**config.mk**
```make
export PLATFORM = sky130hd
export DESIGN_NAME = dbus_arbiter
export DESIGN_NICKNAME = d
export VERILOG_FILES = /design/src/rtl/dbus_arbiter.sv
export SDC_FILE = /design/constraint.sdc
export NUM_CORES = 1
export LEC_CHECK = 0
export BUFFER_PORTS_ARGS = -buffer_cell sky130_fd_sc_hd__clkbuf_2
export CAP_MARGIN = 20
export CORE_AREA = 10 10 112 114
export CTS_CLUSTER_DIAMETER = 60
export CTS_CLUSTER_SIZE = 16
export DETAILED_ROUTE_END_ITERATION = 7
export DIE_AREA = 0 0 122 124
export HOLD_SLACK_MARGIN = 0.02
export PLACE_DENSITY = 0.63
export SKIP_CTS_REPAIR_TIMING = 1
export SLEW_MARGIN = 30
export SYNTH_ARGS = -nofsm -noshare
export SYNTH_HDL_FRONTEND = slang
export SYNTH_SLANG_ARGS = --single-unit
```
**constraint.sdc**
```tcl
create_clock -name clk -period 2.4 [get_ports clk]
set_clock_uncertainty 0.05 [all_clocks]
set_input_delay 0.36 -clock clk [delete_from_list [all_inputs] [get_ports clk]]
set_output_delay 0.36 -clock clk [all_outputs]
set_load 0.1 [all_outputs]
```
**src/rtl/dbus_arbiter.sv**
```systemverilog
// dbus_arbiter: shares the single data-memory port between the CPU M stage
// (master 0) and an auxiliary bus master (master 1, DMA/debug loader).
// The optional starvation guard is built only when DBUS_ARB_STARVE_EN is defined.
// Handshake: a master drives req with a stable payload. A gnt in the same
// cycle means the port carries that access now, and a write commits on the
// rising edge that closes the cycle. Without gnt the master holds its payload
// and retries; the CPU sees this as cpu_stall.
module dbus_arbiter #(
    parameter int MAX_WAIT  = 4,
    parameter int BURST_MAX = 8
) (
    input  logic        clk,
    input  logic        reset,
    input  logic        cpu_req,
    input  logic [31:0] cpu_addr,
    input  logic [31:0] cpu_wdata,
    input  logic [3:0]  cpu_byteen,
    output logic        cpu_stall,
    output logic        cpu_gnt,
    output logic [31:0] cpu_rdata,
    input  logic        aux_req,
    input  logic        aux_lock,
    input  logic [31:0] aux_addr,
    input  logic [31:0] aux_wdata,
    input  logic [3:0]  aux_byteen,
    output logic        aux_gnt,
    output logic [31:0] aux_rdata,
    output logic [31:0] m_data_addr,
    output logic [31:0] m_data_wdata,
    output logic [3:0]  m_data_byteen,
    input  logic [31:0] m_data_rdata
);

    // Parameters outside 1..15 cannot be held by the 4-bit counters.
    if (MAX_WAIT < 1 || MAX_WAIT > 15 || BURST_MAX < 1 || BURST_MAX > 15) begin : g_bad_params
        $error("dbus_arbiter: MAX_WAIT and BURST_MAX must be in 1..15");
    end

    typedef enum logic {
        IDLE     = 1'b0,
        AUX_LOCK = 1'b1
    } state_t;

    localparam logic [3:0] BURST_LIM = 4'(BURST_MAX);
    // A one-beat burst limit means a lock can never extend ownership.
    localparam bit LOCK_OK = (BURST_MAX > 1);

    state_t     state_q, state_d;
    logic [3:0] beats_q, beats_d;
    logic       force_aux;
    logic       cpu_gnt_c;
    logic       aux_gnt_c;

`ifdef DBUS_ARB_STARVE_EN
    localparam logic [3:0] WAIT_LIM = 4'(MAX_WAIT);

    logic [3:0] wait_cnt_q;
    logic       post_rel_q;

    // Count consecutive denied aux cycles; remember the cycle after a burst ends.
    always_ff @(posedge clk) begin
        if (reset) begin
            wait_cnt_q <= 4'd0;
            post_rel_q <= 1'b0;
        end else begin
            if (!aux_req || aux_gnt_c) begin
                wait_cnt_q <= 4'd0;
            end else if (wait_cnt_q != WAIT_LIM) begin
                wait_cnt_q <= wait_cnt_q + 4'd1;
            end
            post_rel_q <= (state_q == AUX_LOCK) && (state_d == IDLE);
        end
    end

    // The post-release cycle belongs to the CPU, so the guard stays quiet then.
    assign force_aux = (wait_cnt_q == WAIT_LIM) && !post_rel_q;
`else
    // Strict CPU priority in IDLE; aux may starve.
    assign force_aux = 1'b0;
`endif

    // FSM and beat counter register.
    always_ff @(posedge clk) begin
        if (reset) begin
            state_q <= IDLE;
            beats_q <= 4'd0;
        end else begin
            state_q <= state_d;
            beats_q <= beats_d;
        end
    end

    // Grant decision and next state; a reset cycle grants nothing.
    always_comb begin
        state_d   = state_q;
        beats_d   = beats_q;
        cpu_gnt_c = 1'b0;
        aux_gnt_c = 1'b0;
        if (!reset) begin
            case (state_q)
                IDLE: begin
                    if (cpu_req && !force_aux) begin
                        cpu_gnt_c = 1'b1;
                    end else if (aux_req) begin
                        aux_gnt_c = 1'b1;
                        if (aux_lock && LOCK_OK) begin
                            state_d = AUX_LOCK;
                            beats_d = 4'd1;
                        end
                    end
                end
                AUX_LOCK: begin
                    if (aux_req) begin
                        aux_gnt_c = 1'b1;
                        // The beat reaching BURST_MAX releases regardless of aux_lock.
                        if (!aux_lock || (beats_q + 4'd1 == BURST_LIM)) begin
                            state_d = IDLE;
                            beats_d = 4'd0;
                        end else begin
                            beats_d = beats_q + 4'd1;
                        end
                    end else begin
                        state_d = IDLE;
                        beats_d = 4'd0;
                    end
                end
                default: begin
                    state_d = IDLE;
                    beats_d = 4'd0;
                end
            endcase
        end
    end

    assign cpu_gnt   = cpu_gnt_c;
    assign aux_gnt   = aux_gnt_c;
    assign cpu_stall = cpu_req && !cpu_gnt_c && !reset;

    // Port mux; zero byte enables with no grant so an idle cycle never writes.
    always_comb begin
        m_data_addr   = 32'd0;
        m_data_wdata  = 32'd0;
        m_data_byteen = 4'd0;
        cpu_rdata     = 32'd0;
        aux_rdata     = 32'd0;
        if (cpu_gnt_c) begin
            m_data_addr   = cpu_addr;
            m_data_wdata  = cpu_wdata;
            m_data_byteen = cpu_byteen;
            cpu_rdata     = m_data_rdata;
        end else if (aux_gnt_c) begin
            m_data_addr   = aux_addr;
            m_data_wdata  = aux_wdata;
            m_data_byteen = aux_byteen;
            aux_rdata     = m_data_rdata;
        end
    end

endmodule

```
==> results.md <==
* Status: complete, no violations
* Critical path required time at 1.99 ns
* Clk buf depth at 2
* Cell Area, Synth at 0.00142 mm^2
* Placed Cells at 612
* Vias per cell at 4.50
* Worst-path fanout max at 51
* Slew HR at 0.633
* Final Setup Violations at 0
* Die area at 0.0151 mm^2
* Critical path depth at 6
* Min Tclk post-route at 2.29 ns
* Initial core utilization at 0.138
* # diodes at 0
* Final WS setup at 0.105 ns
* Die X at 122 um
* P_leak at 2.46 nW
* Clk sink count at 5
* Ranking of synthesized cells by area: a22o_1 43%, and2_1 28%, dfxtp_1 7.1%, buf_2 3.5%, clkbuf_1 2.9%
* Largest stage delay on the critical path at 0.42 ns
* Crit start category: flip-flop
* 1st-iter DRT viols at 90
* Fill cells at 912
* CTS buffer count at 3
* Most frequent cells in the layout: 173 x clkbuf_2, 135 x buf_12, 70 x a22o_1, 55 x and2_1, 9 x and2_2
* Clock latency at the later pin of the worst-skew pair at 0.22 ns
* Maxcap violations at 0
* Seq cells post-synth at 5
* Part of the cycle the worst path needs at 0.956
* Final WL at 12500 um
* Final Hold Slack at 0.381 ns
* Post-synth net total at 365
* Slowest library cell on the worst path: dfxtp_1
* Core Util, Final at 0.506
* Nets at 658
* CTS tree: built
* Area of the multi-input gates at 0.00124 mm^2
* Gp weighted congestion at 0.937
* R2R Setup Slk at 0.56 ns
* Root buf cell: clkbuf_8
* Aggregate negative setup slack at 0 ns
* Grt ovf at 0
* Row Count at 37
* Average size of a mapped cell at 7.45 um^2
* Antenna violations before repair at 0
* Arrival @ worst endpoint at 1.88 ns
* First-pass GRT wire length at 17500 um
* Hpwl dp at 10800 um
* CP endpoint: m_data_wdata[31]
* Wire length per cell at 20.2 um
* Max-slew violation count at 0
* R2R Path Start: beats_q[0]
* IO Count at 308
* Reg2Reg Depth at 5
* Final cell count without fillers at 618
* Max frequency at 436 MHz
* CTS clock-pin slew for the worst setup and hold paths at 0.04 ns
* Power per cell area at 371 mW/mm^2
* Post-synthesis sequential area ratio at 0.0707
* Area growth syn-to-layout at 266%
* Setup Slack @ Placement at 0.120 ns
* Layout cell share with drive strength beyond 1 at 0.683
* RSZ-0062 raised after global routing: false
* Yosys warning count at 0
* Vias at 2784
* Cell taking the most area after synthesis: a22o_1
* Post-Syn Instances at 190
* Die height at 124 um
* CP delay by family, top: buffers and inverters
* Crit. Startpoint: state_q
* Reg-to-reg critical path endpoint: beats_q[1]
* Sequential cell area at 100 um^2
* VDD IR-drop max at 0.190 mV
* Final Hold Viols at 0
* Most common cell after layout, fill and taps aside: clkbuf_2
* H-tree depth at 1
* Core Box Area at 0.0102 mm^2
* Antenna Nets Post-Route at 0
* Total GRT Usage at 0.143
* Port buffer count at 307
* CP Class: reg -> out
* Synth cell types at 23
* Number of global-route vias before repair at 3053
* Synth top area share at 0.433
* Type of the worst min-delay path: in -> reg
* Critical-path cell list: nor2b_1 -> nor3b_2 -> buf_4 -> clkbuf_16 -> a22o_1 -> buf_12
* DRT Pass-1 Iters at 4
* CP bufs+invs at 3
* Worst Setup End Kind: output port
* Largest net degree at the start of global routing at 102
* Drc violations at 0
* Least-Margin Pin Slew at 0.552 ns
[power breakdown]
group,internal (mW),total [mW],switching [mW],leakage [nW]
registers,0.0851,0.0875,0.00240,0.0405
logic,0.600,1.68,1.08,2.40
clock network,0.114,0.159,0.0445,0.0228
[synthesized netlist by cell type (all sizes together)]
library cell and number:
xnor2 3, nand2 2, and2 64, or4 1
a21oi 2, clkbuf 11, or3 2, a22o 70
nor2 2, a31oi 1, and4bb 1, nand3 1
ha 2, inv 1, o211ai 1, dfxtp 5
a41oi 1, a31o 1, buf 12, nor3b 4
nor3 2, nor2b 1
[routing by layer]
layer  track usage  part of all wire  vias up
met1         0.132              0.31     1268
li1              -                 -     1301
met3        0.0792              0.15       10
met4        0.0320             0.012        0
met2         0.269              0.53      205
met5             0                 0        -
[layout make-up]
type,count,share of cell area
inverter,1,0.000726
sequential,5,0.0193
clock buffer,4,0.00871
timing repair buffer,311,0.699
tap,136,0.0329
multi-input combinational,161,0.239
[through the flow]
stage | instance area, um^2 | total power [mW]
5_1_grt | 5170 | 1.98
3_5_place_dp | 5100 | 1.77
3_3_place_gp | 5100 | 1.75
4_1_cts | 5150 | 1.93
2_1_floorplan | 1430 | 1.06
6_report | 5170 | 1.92
[registers in the layout (all words and copies together), names as in the netlist]
name and flops:
state_q 1, beats_q 4
[kinds of logic (layout without fill, tap and decap cells)]
| kind of cell | count (synthesis) | in the layout | synth area share |
|---|---|---|---|
| fa+ha+maj | 2 | 2 | 0.0177 |
| flops | 5 | 5 | 0.0707 |
| simple gates | 80 | 80 | 0.353 |
| compound gates | 76 | 76 | 0.468 |
| buf+inv | 24 | 316 | 0.0725 |
| xor+xnor | 3 | 3 | 0.0186 |
[worst min path at each step]
stage	startpoint	endpoint	slack, ns	cells after the start
6_report	reset	beats_q[2]	0.38	2
5_1_grt	reset	beats_q[2]	0.40	2
4_1_cts	reset	beats_q[2]	0.38	2
3_5_place_dp	beats_q[1]	beats_q[1]	0.49	1
3_3_place_gp	state_q	state_q	0.46	1
2_1_floorplan	reset	beats_q[2]	0.38	1
No activity file was read; power rests on OpenSTA's default activity.
